$ cat config.mk
export PLATFORM = sky130hd
export DESIGN_NAME = spi_word_slave
export DESIGN_NICKNAME = d
export VERILOG_FILES = /design/src/rtl/spi_pkg.sv /design/src/rtl/sync2.sv /design/src/rtl/spi_word_slave.sv
export SDC_FILE = /design/constraint.sdc
export NUM_CORES = 1
export LEC_CHECK = 0
export BUFFER_PORTS_ARGS = -buffer_cell sky130_fd_sc_hd__clkbuf_2
export CAP_MARGIN = 0
export CORE_MARGIN = 8
export CORE_UTILIZATION = 40
export CTS_CLUSTER_DIAMETER = 150
export DETAILED_ROUTE_END_ITERATION = 6
export SLEW_MARGIN = 10
export SYNTH_ARGS = -nofsm -noshare
export SYNTH_HDL_FRONTEND = slang
export SYNTH_HIERARCHICAL = 1
export SYNTH_SLANG_ARGS = --single-unit
$ cat constraint.sdc
create_clock -name clk -period 1.7 [get_ports clk]
set_input_delay 0.17 -clock clk [delete_from_list [all_inputs] [get_ports clk]]
set_output_delay 0.17 -clock clk [all_outputs]
set_load 0.05 [all_outputs]
$ cat src/rtl/spi_pkg.sv
// Shared SPI slave types: FSM state encoding and SPI mode bit encodings.
// Latency: none, declarations only.
// Backpressure: none, declarations only.
package spi_pkg;

    typedef enum logic [1:0] {
        ST_IDLE  = 2'd0,
        ST_LOAD  = 2'd1,
        ST_SHIFT = 2'd2
    } spi_state_t;

    // CPOL: level of SCLK while the bus is idle
    localparam logic CPOL_IDLE_LOW  = 1'b0;
    localparam logic CPOL_IDLE_HIGH = 1'b1;

    // CPHA: which SCLK edge of each bit period samples the data
    localparam logic CPHA_SAMPLE_LEAD  = 1'b0;
    localparam logic CPHA_SAMPLE_TRAIL = 1'b1;

endpackage

$ cat src/rtl/sync2.sv
// Two-flop synchroniser for one asynchronous input into the clk domain.
// Latency: 2 clk from pin change to q.
// Backpressure: none, free-running.
module sync2 #(
    parameter logic RST_VAL = 1'b0
) (
    input  logic clk,
    input  logic rst_n,
    input  logic d,
    output logic q
);

    logic meta_q;
    logic sync_q;

    // Two back-to-back flops; reset to the input's idle level so no false edge appears
    always_ff @(posedge clk or negedge rst_n) begin
        if (!rst_n) begin
            meta_q <= RST_VAL;
            sync_q <= RST_VAL;
        end else begin
            meta_q <= d;
            sync_q <= meta_q;
        end
    end

    assign q = sync_q;

endmodule

$ cat src/rtl/spi_word_slave.sv
// SPI slave moving WIDTH-bit words: shifts tx words out on miso, assembles rx words from mosi.
// Latency: 3 clk from pin to internal edge event; rx_valid 1 clk after the final sample edge is seen.
// Backpressure: tx_ready low while the one-word holding register is full; rx side never stalls.
module spi_word_slave
    import spi_pkg::*;
#(
    parameter int WIDTH     = 16,
    parameter bit CPOL      = 1'b0,
    parameter bit CPHA      = 1'b0,
    parameter bit MSB_FIRST = 1'b1
) (
    input  logic             clk,
    input  logic             rst_n,
    input  logic             sclk,
    input  logic             cs_n,
    input  logic             mosi,
    output logic             miso,
    output logic             miso_oe,
    input  logic [WIDTH-1:0] tx_data,
    input  logic             tx_valid,
    output logic             tx_ready,
    output logic [WIDTH-1:0] rx_data,
    output logic             rx_valid,
    output logic             frame_err
);

    localparam int            CW       = $clog2(WIDTH) + 1;
    localparam logic [CW-1:0] CNT_LAST = CW'(WIDTH - 1);

    logic sclk_s, cs_s, mosi_s;

    sync2 #(.RST_VAL(CPOL)) u_sync_sclk (.clk(clk), .rst_n(rst_n), .d(sclk), .q(sclk_s));
    sync2 #(.RST_VAL(1'b1)) u_sync_cs   (.clk(clk), .rst_n(rst_n), .d(cs_n), .q(cs_s));
    sync2 #(.RST_VAL(1'b0)) u_sync_mosi (.clk(clk), .rst_n(rst_n), .d(mosi), .q(mosi_s));

    spi_state_t       state_q, state_d;
    logic [CW-1:0]    cnt_q, cnt_d;
    logic [WIDTH-1:0] rx_sh_q, rx_sh_d;
    logic [WIDTH-1:0] tx_sh_q, tx_sh_d;
    logic [WIDTH-1:0] hold_q, hold_d;
    logic [WIDTH-1:0] rx_data_q, rx_data_d;
    logic             hold_full_q, hold_full_d;
    logic             rx_valid_q, rx_valid_d;
    logic             frame_err_q, frame_err_d;
    logic             sclk_prev_q, sclk_prev_d;
    logic             cs_prev_q, cs_prev_d;
    logic [1:0]       init_q, init_d;
    logic             armed_q, armed_d;

    logic             settled;
    logic             sclk_rise, sclk_fall, lead_edge, trail_edge;
    logic             sample_edge, shift_edge, cs_fall;
    logic             consume;
    logic [WIDTH-1:0] rx_word, tx_shifted, load_word, reload_word;

    // Edges are found by comparing the synchronised level with a third stage.
    // SCLK activity while deselected never reaches the shift logic.
    assign sclk_rise   = sclk_s & ~sclk_prev_q;
    assign sclk_fall   = ~sclk_s & sclk_prev_q;
    assign lead_edge   = (CPOL == CPOL_IDLE_HIGH) ? sclk_fall : sclk_rise;
    assign trail_edge  = (CPOL == CPOL_IDLE_HIGH) ? sclk_rise : sclk_fall;
    assign sample_edge = ~cs_s & ((CPHA == CPHA_SAMPLE_LEAD) ? lead_edge : trail_edge);
    assign shift_edge  = ~cs_s & ((CPHA == CPHA_SAMPLE_LEAD) ? trail_edge : lead_edge);
    assign cs_fall     = ~cs_s & cs_prev_q;

    // The synchronisers carry reset values for a few clocks after reset; chip select
    // must be seen genuinely high once before a falling edge may open a frame, so a
    // master that held cs_n low across reset has to deselect first.
    assign settled = (init_q == 2'd3);

    // Word assembly, tx shift and the word chosen for a load (holding word or echo)
    always_comb begin
        if (MSB_FIRST) begin
            rx_word    = {rx_sh_q[WIDTH-2:0], mosi_s};
            tx_shifted = {tx_sh_q[WIDTH-2:0], 1'b0};
        end else begin
            rx_word    = {mosi_s, rx_sh_q[WIDTH-1:1]};
            tx_shifted = {1'b0, tx_sh_q[WIDTH-1:1]};
        end
        load_word   = hold_full_q ? hold_q : ~rx_data_q;
        reload_word = hold_full_q ? hold_q : ~rx_word;
    end

    // Next-state: FSM, bit counter, shift registers, holding register and pulses
    always_comb begin
        state_d     = state_q;
        cnt_d       = cnt_q;
        rx_sh_d     = rx_sh_q;
        tx_sh_d     = tx_sh_q;
        hold_d      = hold_q;
        hold_full_d = hold_full_q;
        rx_data_d   = rx_data_q;
        rx_valid_d  = 1'b0;
        frame_err_d = 1'b0;
        consume     = 1'b0;
        sclk_prev_d = sclk_s;
        cs_prev_d   = cs_s;
        init_d      = settled ? init_q : init_q + 2'd1;
        armed_d     = armed_q | (settled & cs_s);

        case (state_q)
            ST_IDLE: begin
                cnt_d = '0;
                if (cs_fall && armed_q) begin
                    state_d = ST_LOAD;
                end
            end
            ST_LOAD: begin
                state_d = ST_SHIFT;
                cnt_d   = '0;
                rx_sh_d = '0;
                tx_sh_d = load_word;
                consume = hold_full_q;
            end
            ST_SHIFT: begin
                if (sample_edge) begin
                    if (cnt_q == CNT_LAST) begin
                        cnt_d      = '0;
                        rx_sh_d    = '0;
                        rx_data_d  = rx_word;
                        rx_valid_d = 1'b1;
                        tx_sh_d    = reload_word;
                        consume    = hold_full_q;
                    end else begin
                        cnt_d   = cnt_q + CW'(1);
                        rx_sh_d = rx_word;
                    end
                end else if (shift_edge && (cnt_q != '0)) begin
                    // A shift edge before the first sample of a word would skip the
                    // bit just presented (first edge for CPHA=1, the edge right after
                    // a reload for CPHA=0), so only shift once a bit has been sampled.
                    tx_sh_d = tx_shifted;
                end
            end
            default: begin
                state_d = ST_IDLE;
            end
        endcase

        // Deselect ends the frame from any state; a partial word is dropped
        if (cs_s) begin
            state_d = ST_IDLE;
            cnt_d   = '0;
            rx_sh_d = '0;
            if ((state_q != ST_IDLE) && (cnt_q != '0)) begin
                frame_err_d = 1'b1;
            end
        end

        // Consumption is applied first so a same-cycle offer is never lost
        if (consume) begin
            hold_full_d = 1'b0;
        end
        if (tx_valid && !hold_full_q) begin
            hold_d      = tx_data;
            hold_full_d = 1'b1;
        end
    end

    // State register
    always_ff @(posedge clk or negedge rst_n) begin
        if (!rst_n) begin
            state_q     <= ST_IDLE;
            cnt_q       <= '0;
            rx_sh_q     <= '0;
            tx_sh_q     <= '0;
            hold_q      <= '0;
            hold_full_q <= 1'b0;
            rx_data_q   <= '0;
            rx_valid_q  <= 1'b0;
            frame_err_q <= 1'b0;
            sclk_prev_q <= CPOL;
            cs_prev_q   <= 1'b1;
            init_q      <= 2'd0;
            armed_q     <= 1'b0;
        end else begin
            state_q     <= state_d;
            cnt_q       <= cnt_d;
            rx_sh_q     <= rx_sh_d;
            tx_sh_q     <= tx_sh_d;
            hold_q      <= hold_d;
            hold_full_q <= hold_full_d;
            rx_data_q   <= rx_data_d;
            rx_valid_q  <= rx_valid_d;
            frame_err_q <= frame_err_d;
            sclk_prev_q <= sclk_prev_d;
            cs_prev_q   <= cs_prev_d;
            init_q      <= init_d;
            armed_q     <= armed_d;
        end
    end

    // miso shows the word being loaded during LOAD so the first bit is early
    always_comb begin
        miso = 1'b0;
        case (state_q)
            ST_LOAD:  miso = MSB_FIRST ? load_word[WIDTH-1] : load_word[0];
            ST_SHIFT: miso = MSB_FIRST ? tx_sh_q[WIDTH-1] : tx_sh_q[0];
            default:  miso = 1'b0;
        endcase
    end

    assign miso_oe   = (state_q != ST_IDLE);
    assign tx_ready  = ~hold_full_q;
    assign rx_data   = rx_data_q;
    assign rx_valid  = rx_valid_q;
    assign frame_err = frame_err_q;

endmodule
==> results.md, run 1 <==
- Startpoint Class: flop
- Initial antenna violation count: 0
- Worst rel slew slack: 73.8%
- Ys Warns: 6
- Final non-filler cell total: 587
- FP Rows: 36
- GPL Wtd Cong: 0.837
- Total die area: 13200 µm²
- Mapped Cells: roughly 360
- Worst slew pin tran: 0.392 ns
- Worst setup EP type: flop
- DRT antenna net count: 0
- Status: finished, violations left
- Dominant cells by area after synthesis: dfrtp_1, a22o_1, nand2_1
- #FFs+latches synth: 84
- Initial Util: 40.5%
- Top FF cell, synth: dfrtp_1
- Maximum clock insertion buffer count: 2
- First-pass GRT wire length: 16.7 mm
- Core area: 9640 µm²
- Hold Crit Depth: 2
- DR WL/cell: 16.6 µm
- Area Growth Syn to Fin: 28.7%
- Post-route cell area: 5030 µm²
- DP Cell Count: 558
- Seq/Total Area, Yosys: 53.9%
- Vias: 3088
- R2R depth: 7
- Clk_lat worst skew: 0.36 ns
- Mapped cell area: 3910 µm²
- NumNets Final: 477
- Die Width: 115 µm
- Final antenna diode count: 0
- Fmax: 553 MHz
- Largest net degree at the start of global routing: 46
- Clock root buffer: clkbuf_8
- Clock sinks: 84
- Failing checks: negative setup slack
- Clock period minus worst slack: between 1.5 and 2 ns
- Max_cap viols: 0
- RSZ-0062 raised after global routing: yes
- Crit path max-delay family: compound AO/OA/AOI/OAI gates
- # fillers: 884
- Synth cell types: 50
- Hpwl dp: between 6 and 7 mm
- DP Area: 4590 µm²
- Pins Over Slew Limit: 0
- Total Routed Length: 9.75 mm
- Fin. Hold Viols: 0
- EDFF count, synth: 0
- Max stage delay cell, worst path: o41ai_4
- DRC Markers: 0
- Crit path depth: 7
- H-tree depth: 3
- Synth area leader: dfrtp_1
- Overflow left after global routing: 0
- Yosys top cell area share: 51.9%
- Total power: 6.06 mW
- Share of layout cells above drive strength 1: 38.1%
- Vias in the first global route: 3334
- First-pass DRT Iterations: 4
- Most frequent cell after synthesis: dfrtp_1
- Post-Syn Nets: 387
- CP max FO: 7
- Cell Pwr Density: around 1200 nW/µm²
- First DRT Iteration DRCs: 276
- Pre-CTS setup slack: -0.0814 ns
- CTS tree: built
- Worst-path clk slew: 0.09 ns
- Worst EP arrival: a little over 2 ns
- Boundary pin count: 43
- Vias per cell: roughly 5.3
- Final setup violation count: 33
- WS Path Type: reg2reg
- CP bufs+invs: 2
- Final setup margin: -0.108 ns
- Num CTS Buffers: 9
- Total GRT Usage: between 10% and 20%
- Min-delay worst type: in2reg
- Peak VDD IR: between 0.0006 and 0.0007 V
- Avg Cell Area, Syn: 10.9 µm²
- Data required time of the worst path: about 2.0 ns
- Crit-path max cell delay: 0.41 ns
- Cell Chain, Critical Path: inv_2 -> ha_4 -> nand2b_4 -> o41ai_4 -> buf_6 -> o21ai_2 -> o32a_2
- Final Skew: around 0.011 ns
- Tcrit/Tclk final: 106%
- Synth cell count leaders: dfrtp_1, nand2_1, a22o_1
- Leakage power: 2.40 nW
- Die Span Y: 115 µm
- FFs w/ async S/R, synth: 100%
- # port buffers: 42
[registers in the layout (all words and copies together) (netlist names)]
signal / cells
armed_q: 1
cnt_q: 5
cs_prev_q: 1
frame_err: 1
hold_full_q: 1
hold_q: 16
init_q: 2
rx_data: 16
rx_sh_q: 15
rx_valid: 1
sclk_prev_q: 1
state_q: 2
tx_sh_q: 16
u_sync_cs/meta_q: 1
u_sync_cs/q: 1
u_sync_mosi/meta_q: 1
u_sync_mosi/q: 1
u_sync_sclk/meta_q: 1
u_sync_sclk/q: 1
[logic make-up (layout without fill, tap and decap cells)]
kind of cell | after synthesis | after routing | synth area share, %
AND/OR/NAND/NOR | 123 | 123 | 15.0
adder cells (fa/ha/maj) | 6 | 6 | 1.92
buffers and inverters | 33 | 128 | 4.58
flip-flops | 84 | 84 | 53.9
AO/OA/AOI/OAI | 90 | 90 | 18.1
XOR/XNOR | 2 | 2 | 0.449
multiplexers | 21 | 21 | 5.99
[placed cells by master, fill, tap and decap left out, types with 3 or more instances in the layout]
master | netlist | layout
mux2_2 | 18 | 18
o21ai_0 | 29 | 15
buf_6 | 3 | 7
ha_1 | 6 | 3
nand3_1 | 16 | 16
dlygate4sd3_1 | 0 | 4
buf_12 | 0 | 6
o21ai_2 | 1 | 10
o32a_1 | 13 | 13
nor2_1 | 19 | 19
a21oi_1 | 4 | 3
inv_6 | 0 | 3
clkinvlp_4 | 0 | 3
nand2_1 | 68 | 68
buf_4 | 3 | 44
dfstp_2 | 3 | 3
o21ai_1 | 0 | 5
clkbuf_8 | 0 | 9
dfrtp_1 | 81 | 80
a22o_1 | 30 | 30
inv_1 | 9 | 7
clkbuf_2 | 0 | 39
[worst reg2reg max path: cells and delay by family, from the launching register on]
family	cells	cell delay (ns)
flops	1	0.40
compound gates	3	0.77
buf+inv	2	0.28
simple gates	1	0.07
fa+ha+maj	1	0.17
[where the power goes]
part	switching (mW)	leakage, nW	total [mW]	internal, mW
registers	0.340	1.05	2.75	2.41
logic	0.860	1.26	1.86	0.999
clock network	0.755	0.0935	1.45	0.692
total	1.96	2.40	6.06	4.10
[metal layers]
layer | up-vias | wire length, µm | track usage [%]
li1 | 1463 | - | -
met1 | 1533 | 4440 | 20.6
met2 | 74 | 4720 | 26.1
met5 | - | 0 | 0
met3 | 18 | 391 | 3.15
met4 | 0 | 191 | 6.48
[final timing paths]
check,start,to,slack [ns]
max in group asynchronous,rst_n,rx_data[15]$_DFFE_PN0P_,0.90
worst min-delay path,tx_data[9],hold_q[9]$_DFFE_PN0P_,0.03
worst min register to register,u_sync_mosi/meta_q$_DFF_PN0_,u_sync_mosi/q$_DFF_PN0_,0.35
min in group asynchronous,rst_n,state_q[0]$_DFFE_PN0P_,0.21
worst max-delay path,state_q[0]$_DFFE_PN0P_,tx_sh_q[5]$_DFFE_PN0P_,-0.11
worst max register to register,state_q[0]$_DFFE_PN0P_,tx_sh_q[5]$_DFFE_PN0P_,-0.11
[final cells by class]
type,count,area (µm²),area share [%]
Clock inverter,6,71.3,1.42
Inverter,11,50.0,0.996
Tap cell,133,166,3.31
Multi-Input combinational cell,242,1710,34.1
Timing Repair Buffer,101,790,15.7
Clock buffer,10,128,2.54
Sequential cell,84,2110,41.9
[repair_timing]
item | in CTS | in global routing
hold buffers | 4 | 0
pin swaps | 2 | 1
buffers inserted | 6 | 2
hold endpoints to repair | 60 | 0
gates resized for setup | 27 | 9
setup endpoints to repair | 18 | 34
cloned | 0 | 1
[stage by stage]
stage / setup TNS [ns] / hold WS (ns) / util, %
2_1_floorplan: -0.204 / -0.126 / -
3_3_place_gp: -0.0537 / 0.0486 / 47.7
3_5_place_dp: -0.615 / 0.0532 / 47.7
4_1_cts: -0.991 / 0.0201 / 51.5
5_1_grt: -3.92 / 0.0248 / 52.1
6_report: -2.19 / 0.0338 / 52.1
No activity file was read; power rests on OpenSTA's default activity.
==> run 2, diff against run 1 <==
Settings changed: HOLD_SLACK_MARGIN set to 0.05, REMOVE_ABC_BUFFERS set to 1, SETUP_SLACK_MARGIN set to 0.15.
==> run 2 against run 1 <==
The flow still finishes with violations (negative setup slack). Combinational power hardly changed. Count of clock-buffer cells in the layout stayed put. Critical path depth stayed put. Via count is 1.0% lower. Die area stayed put.
==> results.md, run 2 (synthesized netlist as in run 1, its figures left out) <==
- Clock root buffer: clkbuf_8
- Commonest non-fill, non-tap cells in the layout: dfrtp_1, nand2_1, clkbuf_2, buf_4, a22o_1
- Fmax: 554 MHz
- Data required time of the worst path: ~2.0 ns
- Largest net degree at the start of global routing: 39
- Min-delay worst type: in2reg
- Peak VDD IR: 0.000541 V
- Total power: 6.08 mW
- H-tree depth: 3
- RSZ-0062 raised after global routing: yes
- Worst-path clk slew: about 0.1 ns
- Vias: 3056
- GPL Wtd Cong: 0.778
- Total Routed Length: 9.85 mm
- Hpwl dp: just under 7 mm
- Core area: just under 10000 µm²
- Fin. Hold Viols: 0
- Boundary pin count: 43
- Failing checks: negative setup slack
- Int Pwr: between 4 and 5 mW
- Die Span Y: 115 µm
- FP Rows: 36
- Worst slew pin tran: about 0.48 ns
- Clk_lat worst skew: about 0.36 ns
- Worst rel slew slack: 68.3%
- M1 WL: 4.54 mm
- Initial Util: approximately two fifths
- Die Width: around 110 µm
- Met3 WL: 316 µm
- CTS tree: built
- Initial antenna violation count: 0
- Most common library cell in the layout ignoring fill and taps: dfrtp_1
- Max_cap viols: 0
- # port buffers: 42
- CP max FO: 17
- Leakage power: 2.49 nW
- DP Area: 4570 µm²
- Final setup margin: -0.106 ns
- Share of layout cells above drive strength 1: between 30% and 40%
- Tcrit/Tclk final: 106%
- Status: finished, violations left
- Clock period minus worst slack: ~1.8 ns
- DR WL met2: 4.76 mm
- NumNets Final: a little under 500
- Pins Over Slew Limit: 0
- Final setup violation count: 17
- Top Metal Used: met4
- First-pass GRT wire length: 16.2 mm
- Clock group share of total power: 24.8%
- Cell Pwr Density: 1170 nW/µm²
- Post-route cell area: 5220 µm²
- Worst EP arrival: around 2.1 ns
- Total GRT Usage: 15.6%
- Switch share: roughly 32%
- Register share of total power: 44.7%
- Maximum clock insertion buffer count: 2
- Overflow left after global routing: 0
- Combinational fraction of design power: 30.5%
- Final Skew: 0.0104 ns
- Switch Pwr: 1.97 mW
- First-pass DRT Iterations: 4
- DRT antenna net count: 0
- First DRT Iteration DRCs: 128
- Startpoint Class: flop
- WS Path Type: reg2reg
- Vias per cell: 5.10
- DRC Markers: 0
- Vias in the first global route: 3261
- Worst setup EP type: flop
- Clock sinks: 84
- Area Growth Syn to Fin: 33.6%
- DR WL/cell: 16.4 µm
- Final antenna diode count: 0
- Num CTS Buffers: 9
- Total die area: 13200 µm²
-- run 2: metal layers --
metal | vias up | global-route usage [%]
met5 | - | 0
met4 | 0 | 8.32
met3 | 16 | 2.57
met2 | 51 | 25.1
met1 | 1510 | 19.8
li1 | 1479 | -
-- run 2: repair_timing --
action,4_1_cts,5_1_grt
setup buffers,3,5
pin swaps,7,13
hold endpoints to repair,48,0
cloned,1,0
hold buffers,17,0
endpoints found under the setup margin,52,55
resized for setup,38,29
-- run 2: metrics by stage --
step / worst slack, ns / setup TNS [ns] / utilization [%] / std cells / hold slack, ns
2_1_floorplan: -0.957 / -33.56 / - / 337 / -0.126
3_3_place_gp: -0.128 / -1.89 / 47.4 / 557 / 0.164
3_5_place_dp: -0.187 / -3.10 / 47.4 / 557 / 0.161
4_1_cts: -0.134 / -2.35 / 52.8 / 594 / 0.0514
5_1_grt: -0.159 / -2.93 / 54.1 / 599 / 0.0597
6_report: -0.106 / -1.31 / 54.1 / 599 / 0.0633
-- run 2: area by class of cell --
| cell class | count | area (µm²) |
|---|---|---|
| clock buffer | 10 | 138 |
| clock inverter | 6 | 71.3 |
| fill | 863 | 4420 |
| inverter | 11 | 53.8 |
| multi-input combinational | 242 | 1750 |
| sequential | 84 | 2110 |
| tap | 133 | 166 |
| timing repair buffer | 113 | 933 |
-- run 2: worst max-delay path, cell delays in order (launching register included) --
cell and delay [ns]:
dfrtp_1 0.44, ha_4 0.19, buf_4 0.17, inv_4 0.08, a21oi_2 0.05, buf_12 0.16
a22o_1 0.23, o32a_2 0.38
-- run 2: final timing paths --
| check | startpoint | to | slack (ns) | cells past startpoint |
|---|---|---|---|---|
| min | tx_data[9] | hold_q[9]$_DFFE_PN0P_ | 0.06 | 2 |
| max | state_q[1]$_DFFE_PN0P_ | tx_sh_q[5]$_DFFE_PN0P_ | -0.11 | 7 |
| max reg2reg | state_q[1]$_DFFE_PN0P_ | tx_sh_q[5]$_DFFE_PN0P_ | -0.11 | 7 |
| min reg2reg | u_sync_sclk/meta_q$_DFF_PN0_ | u_sync_sclk/q$_DFF_PN0_ | 0.36 | 0 |
| max in group asynchronous | rst_n | tx_sh_q[13]$_DFFE_PN0P_ | 0.81 | 3 |
| min in group asynchronous | rst_n | init_q[1]$_DFFE_PN0P_ | 0.31 | 2 |
-- run 2: power groups by stage --
stage                     logic, mW  clock network [mW]  registers, mW
final                          1.85                1.51           2.72
after global routing           2.04                1.63           2.77
after CTS                      1.80                1.53           2.71
after detailed placement       1.73                   0           2.75
after global placement         1.67                   0           2.73
after floorplan                1.11                   0           2.72
==> run 3, diff against run 2 <==
Settings changed: CORE_ASPECT_RATIO set to 1.5.
Clock period 1.7 ns to 1.5 ns, I/O delays scaled along.
==> run 3 against run 2 <==
The run still ends with negative setup slack left. Flip-flop and latch count stayed put. Worst setup slack worse by 0.28 ns. Routed wire length is 25% higher. Core utilization is 8.6 points higher. Clock power is 58% higher. Design area is 15% higher. Fmax is 4.2% lower. Clock skew is 0.0031 ns lower. First-iteration DRC count is 110% higher. Critical path depth stayed put. Non-clock buffer count is 34 higher. Worst hold slack worse by 0.00098 ns. Critical path type unchanged. Largest cell class unchanged. Largest power group unchanged.
==> results.md, run 3 (synthesized netlist as in run 1, its figures left out) <==
- Clock period minus worst slack: about 1.9 ns
- Overflow left after global routing: 0
- Core area: ~9600 µm²
- WS Path Type: reg2reg
- Vias in the first global route: ~3.6k
- Peak VDD IR: 0.000903 V
- # port buffers: 42
- Worst R2R Start: state_q[1]$_DFFE_PN0P_
- CP max FO: 5
- Maximum clock insertion buffer count: 2
- Final setup violation count: 65
- Status: finished, violations left
- Total die area: 13200 µm²
- Final antenna diode count: 0
- First DRT Iteration DRCs: about 270
- Die Span Y: 137 µm
- RSZ-0062 raised after global routing: yes
- Leakage power: 2.89 nW
- FP Rows: 44
- Worst rel slew slack: 74.4%
- GPL Wtd Cong: 0.790
- Die Width: 96.7 µm
- Worst-path clk slew: 0.06 ns
- Switch Pwr: 2.55 mW
- Boundary pin count: 43
- Total power: ~8.6 mW
- Total Routed Length: 12.3 mm
- NumNets Final: around 520
- Largest net degree at the start of global routing: 33
- Max_cap viols: 0
- Final Skew: 0.00728 ns
- Worst setup EP type: flop
- First-pass GRT wire length: 18.7 mm
- HP Start: tx_data[12]
- R2R depth: 7
- Total GRT Usage: 17.6%
- Vias: 3494
- Data required time of the worst path: 1.71 ns
- Startpoint Class: flop
- Vias per cell: about 5.7
- Hold Crit Depth: 2
- Area Growth Syn to Fin: 54.0%
- DRC Markers: 0
- Commonest non-fill, non-tap cells in the layout: dfrtp_1, nand2_1, buf_4, clkbuf_2, a22o_1
- Num CTS Buffers: 9
- Share of layout cells above drive strength 1: 42.8%
- Fmax: 531 MHz
- Fin. Hold Viols: 0
- Switch share: 29.7%
- Pre-CTS setup slack: -0.349 ns
- CTS tree: built
- Most common library cell in the layout ignoring fill and taps: dfrtp_1
- Min-delay worst type: in2reg
- DRT antenna net count: 0
- Hpwl dp: ~6.9 mm
- DR WL/cell: approximately 20 µm
- Pins Over Slew Limit: 0
- First-pass DRT Iterations: 5
- Cell Chain, Critical Path: ha_4 -> buf_4 -> inv_6 -> a21oi_4 -> buf_12 -> a22o_1 -> o32a_1
- Combinational fraction of design power: 35.6%
- Int Pwr: 6.03 mW
- Crit-path max cell delay: 0.44 ns
- Clk_lat worst skew: 0.34 ns
- Initial antenna violation count: 0
- Worst reg2reg setup slack: -0.38 ns
- Cell Pwr Density: 1430 nW/µm²
- Worst slew pin tran: 0.384 ns
- Clock root buffer: clkbuf_16
- Worst EP arrival: approximately 2.1 ns
- Worst R2R End: tx_sh_q[13]$_DFFE_PN0P_
- Clock group share of total power: 27.9%
- H-tree depth: 3
- Final Util: around 63%
- Register share of total power: roughly 37%
- Max stage delay cell, worst path: dfrtp_2
- Final setup margin: -0.384 ns
- Tcrit/Tclk final: 126%
- Worst hold endpoint: hold_q[12]$_DFFE_PN0P_
- Failing checks: negative setup slack
- Clock sinks: 84
- Initial Util: slightly above 40%
## run 3: what timing repair did
item,in CTS,in global routing
pin swaps,14,9
cloned,7,4
endpoints found under the setup margin,74,76
resized for setup,65,44
hold buffers,19,0
endpoints found under the hold margin,43,0
buffers inserted,15,7
## run 3: stage by stage
stage / cell area (µm²) / instances / TNS [ns] / hold WS, ns
2_1_floorplan: 3770 / 337 / -47.31 / -0.146
3_3_place_gp: 4670 / 547 / -11.29 / 0.0962
3_5_place_dp: 4670 / 547 / -11.16 / 0.0994
4_1_cts: 5720 / 604 / -9.32 / 0.0528
5_1_grt: 6010 / 615 / -15.96 / 0.0757
6_report: 6010 / 615 / -12.47 / 0.0623
## run 3: final cells by class
class                   count  area [µm²]
clock buffers              10         239
clock inverters             6        87.6
fillers                   746        3560
inverters                  11        61.3
multi-input cells         242        1850
flip-flops and latches     84        2110
well taps                 115         144
repair buffers            147        1520
## run 3: critical path, delay by kind of cell, from the launching register on
kind / cells / cell delay [ns]
compound gates: 3 / 0.72
flops: 1 / 0.44
fa+ha+maj: 1 / 0.19
buf+inv: 3 / 0.40
## run 3: worst max-delay path by stage
stage / cells past startpoint / endpoint / startpoint / slack (ns)
floorplan: 4 / miso / hold_full_q$_DFFE_PN0P_ / -1.14
global placement: 8 / tx_sh_q[5]$_DFFE_PN0P_ / state_q[0]$_DFFE_PN0P_ / -0.34
detailed placement: 8 / tx_sh_q[10]$_DFFE_PN0P_ / state_q[0]$_DFFE_PN0P_ / -0.35
CTS: 7 / tx_sh_q[3]$_DFFE_PN0P_ / state_q[0]$_DFFE_PN0P_ / -0.28
global route: 7 / tx_sh_q[13]$_DFFE_PN0P_ / state_q[1]$_DFFE_PN0P_ / -0.41
finish: 7 / tx_sh_q[13]$_DFFE_PN0P_ / state_q[1]$_DFFE_PN0P_ / -0.38
## run 3: power by group through the flow
stage,clock (mW),sequential [mW],combinational (mW)
CTS,2.45,3.09,2.75
global route,2.51,3.19,3.23
floorplan,0,3.08,1.26
finish,2.39,3.13,3.06
global placement,0,3.10,1.94
detailed placement,0,3.12,1.99
## run 3: routing by layer
metal  up-vias  wire, µm  track usage, %
met5         -         0               0
met4         0       672            10.7
li1       1555         -               -
met2       145      6360            30.3
met3        45       657            3.54
met1      1749      4660            19.6
